[src/rtl/display_scan.sv]
// rtl/display_scan.sv - six-digit multiplexed seven-segment scanner with frame snapshot and field blink
module display_scan #(
  parameter int SCAN_DIV  = 50000,
  parameter int BLANK_CYC = 2,
  parameter int BLINK_DIV = 12500000
) (
  input  logic       clk,
  input  logic       reset,
  input  logic [7:0] hour_bcd,
  input  logic [7:0] min_bcd,
  input  logic [7:0] sec_bcd,
  input  logic [1:0] set_sel,
  output logic [5:0] an,
  output logic [6:0] seg,
  output logic       dp
);

  localparam int SW = $clog2(SCAN_DIV);
  localparam int BW = $clog2(BLINK_DIV);
  localparam logic [SW-1:0] SCAN_LAST  = SW'(SCAN_DIV - 1);
  localparam logic [SW-1:0] BLANK_END  = SW'(BLANK_CYC);
  localparam logic [BW-1:0] BLINK_LAST = BW'(BLINK_DIV - 1);

  logic [SW-1:0] scan_cnt_q, scan_cnt_d;
  logic [2:0]    idx_q, idx_d;
  logic [BW-1:0] blink_cnt_q, blink_cnt_d;
  logic          blink_on_q, blink_on_d;
  logic [23:0]   snap_q, snap_d;
  logic [5:0]    an_q, an_d;
  logic [6:0]    seg_q, seg_d;
  logic          dp_q, dp_d;

  logic       scan_wrap, blink_wrap, blank;
  logic [3:0] nib;
  logic [1:0] field;
  logic [6:0] dec;

  assign an  = an_q;
  assign seg = seg_q;
  assign dp  = dp_q;

  always_comb begin
    scan_wrap   = (scan_cnt_q == SCAN_LAST);
    scan_cnt_d  = scan_wrap ? '0 : scan_cnt_q + 1'b1;
    idx_d       = idx_q;
    if (scan_wrap) idx_d = (idx_q == 3'd5) ? 3'd0 : idx_q + 3'd1;
    blink_wrap  = (blink_cnt_q == BLINK_LAST);
    blink_cnt_d = blink_wrap ? '0 : blink_cnt_q + 1'b1;
    blink_on_d  = blink_on_q ^ blink_wrap;
    // One snapshot per frame, taken during slot 0's blank window so no frame tears.
    snap_d      = (idx_q == 3'd0 && scan_cnt_q == '0) ? {hour_bcd, min_bcd, sec_bcd} : snap_q;
  end

  always_comb begin
    nib   = 4'd0;
    field = 2'b00;
    case (idx_q)
      3'd0: begin nib = snap_q[3:0];   field = 2'b11; end
      3'd1: begin nib = snap_q[7:4];   field = 2'b11; end
      3'd2: begin nib = snap_q[11:8];  field = 2'b10; end
      3'd3: begin nib = snap_q[15:12]; field = 2'b10; end
      3'd4: begin nib = snap_q[19:16]; field = 2'b01; end
      3'd5: begin nib = snap_q[23:20]; field = 2'b01; end
      default: begin nib = 4'd0; field = 2'b00; end
    endcase
    case (nib)
      4'd0:    dec = 7'b1000000;
      4'd1:    dec = 7'b1111001;
      4'd2:    dec = 7'b0100100;
      4'd3:    dec = 7'b0110000;
      4'd4:    dec = 7'b0011001;
      4'd5:    dec = 7'b0010010;
      4'd6:    dec = 7'b0000010;
      4'd7:    dec = 7'b1111000;
      4'd8:    dec = 7'b0000000;
      4'd9:    dec = 7'b0010000;
      default: dec = 7'b0111111;
    endcase
    blank = (scan_cnt_q < BLANK_END) ||
            (!blink_on_q && set_sel != 2'b00 && set_sel == field);
    an_d  = blank ? 6'h3F : ~(6'd1 << idx_q);
    seg_d = blank ? 7'h7F : dec;
    dp_d  = blank ? 1'b1 : !(idx_q == 3'd2 || idx_q == 3'd4);
  end

  always_ff @(posedge clk or posedge reset) begin
    if (reset) begin
      scan_cnt_q  <= '0;
      idx_q       <= 3'd0;
      blink_cnt_q <= '0;
      blink_on_q  <= 1'b1;
      snap_q      <= 24'd0;
      an_q        <= 6'h3F;
      seg_q       <= 7'h7F;
      dp_q        <= 1'b1;
    end else begin
      scan_cnt_q  <= scan_cnt_d;
      idx_q       <= idx_d;
      blink_cnt_q <= blink_cnt_d;
      blink_on_q  <= blink_on_d;
      snap_q      <= snap_d;
      an_q        <= an_d;
      seg_q       <= seg_d;
      dp_q        <= dp_d;
    end
  end

endmodule

[config.mk]
export PLATFORM = sky130hd
export DESIGN_NAME = display_scan
export DESIGN_NICKNAME = d
export VERILOG_FILES = /design/src/rtl/display_scan.sv
export SDC_FILE = /design/constraint.sdc
export NUM_CORES = 1
export LEC_CHECK = 0
export ABC_CLOCK_PERIOD_IN_PS = 2600
export BUFFER_PORTS_ARGS = -buffer_cell sky130_fd_sc_hd__buf_2
export CAP_MARGIN = 20
export CORE_MARGIN = 2
export CORE_UTILIZATION = 50
export DETAILED_ROUTE_END_ITERATION = 8
export HOLD_SLACK_MARGIN = 0.05
export PLACE_DENSITY = 0.72
export SETUP_SLACK_MARGIN = 0.02
export SKIP_LAST_GASP = 1
export SYNTH_ARGS = -nofsm -noshare
export SYNTH_HDL_FRONTEND = slang
export SYNTH_SLANG_ARGS = --single-unit
export TNS_END_PERCENT = 10
[constraint.sdc]
create_clock -name clk -period 2.6 [get_ports clk]
set_clock_uncertainty 0.2 [all_clocks]
set_input_delay 0 -clock clk [delete_from_list [all_inputs] [get_ports clk]]
set_output_delay 0 -clock clk [all_outputs]
set_load 0.02 [all_outputs]
# [Word level (Yosys, flattened, before mapping)]
# Memory sizes are Yosys's and may differ from the RTL's.
# Cells that the tools add are included.
[word_totals] ff_bits=82 romBits=112 in_bits=28 output_inout_bits=14 elab_cells=45 n_memories=1
[classes] n_addsub=3 order_cmp=1 n_eq_ne=8 shift=1 mux=8 bitwise_logic=2 reduce_logical=13
[memory_table] memory="(no name shown)" depth=16 word_bits=7 read_ports=1 rd_ports_with_merged_regs=0 wr=0 line_no="66" rtl="case (nib)"
[op_table] op="adder 24 x 1 -> 24 bit, second input constant" n=1
[op_table] op="equality test 24 bit, second input constant" n=1
[op_table] op="two-way mux 24 bit" n=1
[op_table] op="one-hot mux 4 bit (6 select lines)" n=1
[op_table] op="adder 16 x 1 -> 16 bit, second input constant" n=1
[op_table] op="equality test 16 bit, second input constant" n=1
[op_table] op="logical NOT 16 bit" n=1
[op_table] op="less-than comparator 16 x 2 -> 1 bit, second input constant" n=1
[op_table] op="two-way mux 16 bit" n=1
[op_table] op="two-way mux 7 bit" n=1
[op_table] op="equality test 3 x 2 -> 1 bit, second input constant" n=2
[op_table] op="equality test 3 bit, second input constant" n=2
[op_table] op="two-way mux 6 bit" n=1
[op_table] op="NOT 6 bit" n=1
[op_table] op="one-hot mux 2 bit (3 select lines)" n=1
[op_table] op="OR reduction 2 bit" n=3
[op_table] op="<< shifter 1 x 3 -> 6 bit, first input constant" n=1
[op_table] op="adder 3 x 1 -> 3 bit, second input constant" n=1
[op_table] op="equality test 3 x 1 -> 1 bit, second input constant" n=1
[op_table] op="logical AND 1 bit" n=3
[op_table] op="logical NOT 3 bit" n=1
[op_table] op="two-way mux 3 bit" n=1
[op_table] op="equality test 2 bit" n=1
[op_table] op="logical NOT 1 bit" n=2
[op_table] op="other kinds (4)" n=5

# [Logic depth before layout (Yosys ltp)]
[depth] word_depth=7 depth_mapped=12 ltp_nobuf=9

# [Least setup slack after synthesis]
# No wires, ideal clock.
[synth_timing] path_type="reg-to-reg" startpoint="register idx_q[0]" endpoint="register seg_q[4] (netlist: seg[4])" setup_time_ps=94 t_arrival_ps=2373 t_required_ps=2306 path_slack_ps=-67 stages_incl_launch_ff=13 n_path_buf=3 synth_period_minus_slack_ps=2667 path_cell_list="dfrtp_1 buf_2 buf_2 and2_1 ha_1 clkbuf_1 a221oi_1 o22ai_2 inv_1 ha_1 a211oi_2 a2111oi_4 a41oi_2"
[synth_between] elab_chain_cells=7 word_cells_on_any_way=16 classes_between="6 x eq/ne; 3 x mux; 6 x reduce/logical; 1 x memory"
[synth_lines] item="from (decl)" line_no="25" rtl="logic [2:0] idx_q, idx_d;"
[synth_lines] item="from (signal assigned)" line_no="98" rtl="idx_q <= idx_d;"
[synth_lines] item="parallel branches: the longest is 6 deep, another holds memory (16 x 7 bit)"
[synth_lines] item="two-way mux 7 bit (*)" line_no="82" rtl="seg_d = blank ? 7'h7F : dec;"
[synth_lines] item="net seg_d[4]" line_no="30" rtl="logic [6:0] seg_q, seg_d;"
[synth_lines] item="to (signal assigned)" line_no="103" rtl="seg_q <= seg_d;"
[synth_lines] item="to (decl)" line_no="30"
# Mark *: on every way through the listed nets, which the timed path passes.
# A chain may end at the register's enable or synchronous reset.

# [Worst setup path after layout]
[layout_timing] startpoint="register idx_q[1]" endpoint="register seg_q[4] (netlist: seg[4])"
# The elaborated chain is that of the path after synthesis.

==> metrics.yaml <==
run_status: "finished, final reports clean"
drtAntennaViolNets: 0
synth-edff-count: 0
path_clk_slew_ns: 0.09
ys_top_cells_by_count: "dfrtp_1 (67), nor2_1 (34), nand3_1 (26), mux2_4 (23), xor2_1 (20)"
yosysSeqAreaShare: 0.500
die_y_um: 95.0
synthFlopType: "dfrtp_1"
crit_fanout: 9
synthTopCellsByArea: "dfrtp_1 (40%), dfstp_2 (9.5%), mux2_4 (8.3%)"
use_met2: 0.314
clk_path_buf_depth: 2
avgSynthCellArea_sq_um: 11.9
cts_root_buffer: "clkbuf_8"
vias: 2879
drc_errors: 0
die_x_um: 95.0
ys_async_sr_fraction: 1.00
finalWeightedCongestion: 0.938
vias_per_cell: 5.39
cts_tree: "yes"
powerDensity_nw_per_um2: 520
cts_max_level: 3
leakagePower_nw: 2.20
detail_route.first_pass.iterations: 4
cts_sinks: 82
syn_inst: 349
hold_viol_final: 0
yosysMostFrequentCell: "dfrtp_1"
slew_viol_final: 0
synth.net_count: 386
layout-drive-gt1-share: 0.305
start_util: 0.509
ys_ff_latch: 82
dpl.hpwl_um: 5630
yosysWarnings: 0
grt_pass1_wl_um: 13900
synthesis.area_sq_um: 4140
worst_pin_slew_ns: 0.674
initialDrtViolationCount: 133
arrival_ns: 2.52
critPathKind: "reg -> reg"
cts_buffers: 9
syn_to_final_growth_pct: 20.0
die_area_sq_um: 9030
relSlewSlack: 0.550
grt_start_max_net_pins: 45
yosysUniqueCellTypes: 60
startpoint_type: "flop"
synthDominantCellAreaShare: 0.405
fin_ws_ns: 0.153
crit_required_ns: 2.67
grt_pass1_vias: 2810
avgRoutedWirePerCell_um: 15.6
diodes: 0
place_ws_ns: 0.148
busiest_layer: "met2"
ioPinCount: 42
yosys.area.top_type: "dfrtp_1"
met3_usage: 0.0498
vdd_ir_drop_max_mv: 0.394
port_buffers: 41
fmax_mhz: 409
use_met1: 0.266
antenna_found_initial: 0
setup_tns_ns: 0
min_period_over_period: 0.941
hp-class: "in -> async"
core_area_sq_um: 8130
nNetsFinal: 461
clk-insertion-delay-late_ns: 0.35
finalWorstPathRequiredPeriod_ns: 2.45
timing.rr.start: "idx_q[1]$_DFFE_PP0N_"
startpoint: "idx_q[1]$_DFFE_PP0N_"
wl_um: 8310
setup_viol: 0
maxCapViolCount: 0
grt-ovfl-total: 0
endpoint_kind: "flop"
core.rowCount: 33
rsz0062_at_grt: "no"
grt_usage: 0.199
==> repair_timing <==
item | 4_1_cts | 5_1_grt
setup endpoints to repair | 0 | 3
resized for setup | 0 | 1
endpoints found under the hold margin | 91 | 0
buffers inserted | 0 | 1
hold buffers | 25 | 0
==> worst max-delay path: stages, from the launching register on <==
cell	delay [ns]
dfrtp_2	0.47
and2_1	0.16
ha_1	0.24
a221oi_2	0.31
o22ai_2	0.17
inv_1	0.13
ha_1	0.21
a211oi_2	0.07
a2111oi_4	0.35
a41oi_2	0.06
==> worst paths after layout <==
| kind | to | slack (ns) | cells after the start |
|---|---|---|---|
| max | seg[4]$_DFF_PP1_ | 0.15 | 9 |
| min reg2reg | blink_cnt_q[0]$_DFF_PP0_ | 0.28 | 1 |
| min in group clk | snap_q[14]$_DFFE_PP0P_ | 0.21 | 3 |
| max in group asynchronous | an[3]$_DFF_PP1_ | 1.42 | 4 |
| min | blink_cnt_q[11]$_DFF_PP0_ | 0.07 | 3 |
| max reg2reg | seg[4]$_DFF_PP1_ | 0.15 | 9 |
==> where the power goes <==
part / internal (mW) / switching [mW]
combinational: 0.0969 / 0.0934
clock: 0.598 / 0.466
sequential: 1.31 / 0.0168
total: 2.01 / 0.576
==> cells by family after synthesis <==
kind of cell	synth area share
DFF	0.500
muxes	0.104
xor gates and xnor gates	0.0803
buffers and inverters	0.0381
and+or+nand+nor	0.175
adders and majority gates	0.0272
AOI/OAI and AO/OA	0.0749
==> metrics by stage <==
step | hold slack (ns) | util | instance area [sq um] | std cells | power (mW)
4_1_cts | 0.0908 | 0.610 | 4960 | 533 | 2.62
3_3_place_gp | -0.0799 | 0.550 | 4470 | 492 | 1.51
5_1_grt | 0.142 | 0.611 | 4970 | 534 | 2.70
6_report | 0.0740 | 0.611 | 4970 | 534 | 2.58
2_1_floorplan | -0.0519 | - | 4150 | 349 | 1.45
3_5_place_dp | -0.0778 | 0.550 | 4470 | 492 | 1.51
==> sequential cells by signal, indices dropped and copies added (netlist names) <==
signal,count
blink_cnt_q,24
snap_q,24
an,6
seg,7
scan_cnt_q,16
dp,1
blink_on_q,1
idx_q,3
==> metal layers <==
layer	wire [um]	share of wire	vias to the layer above
met2	4070	0.49	64
met5	0	0	-
met3	316	0.038	22
li1	-	-	1379
met4	185	0.022	0
met1	3730	0.45	1414
==> cells in the final DEF, fill, tap and decap left out, types with 9 or more instances in the layout <==
master / n
buf_2: 41
buf_4: 9
clkbuf_8: 11
dfrtp_1: 66
dfstp_2: 15
dlygate4sd3_1: 25
ha_1: 9
inv_1: 10
mux2_4: 23
nand2_1: 18
nand3_1: 26
nor2_1: 34
xnor2_1: 18
xor2_1: 20
==> cell type report <==
| cell class | count | area [sq um] |
|---|---|---|
| fill | 628 | 3160 |
| sequential | 82 | 2070 |
| multi-input combinational | 242 | 1920 |
| timing repair buffer | 77 | 563 |
| clock buffer | 11 | 151 |
| tap | 105 | 131 |
| clock inverter | 5 | 85.1 |
| inverter | 12 | 46.3 |
No activity file was read; power rests on OpenSTA's default activity.
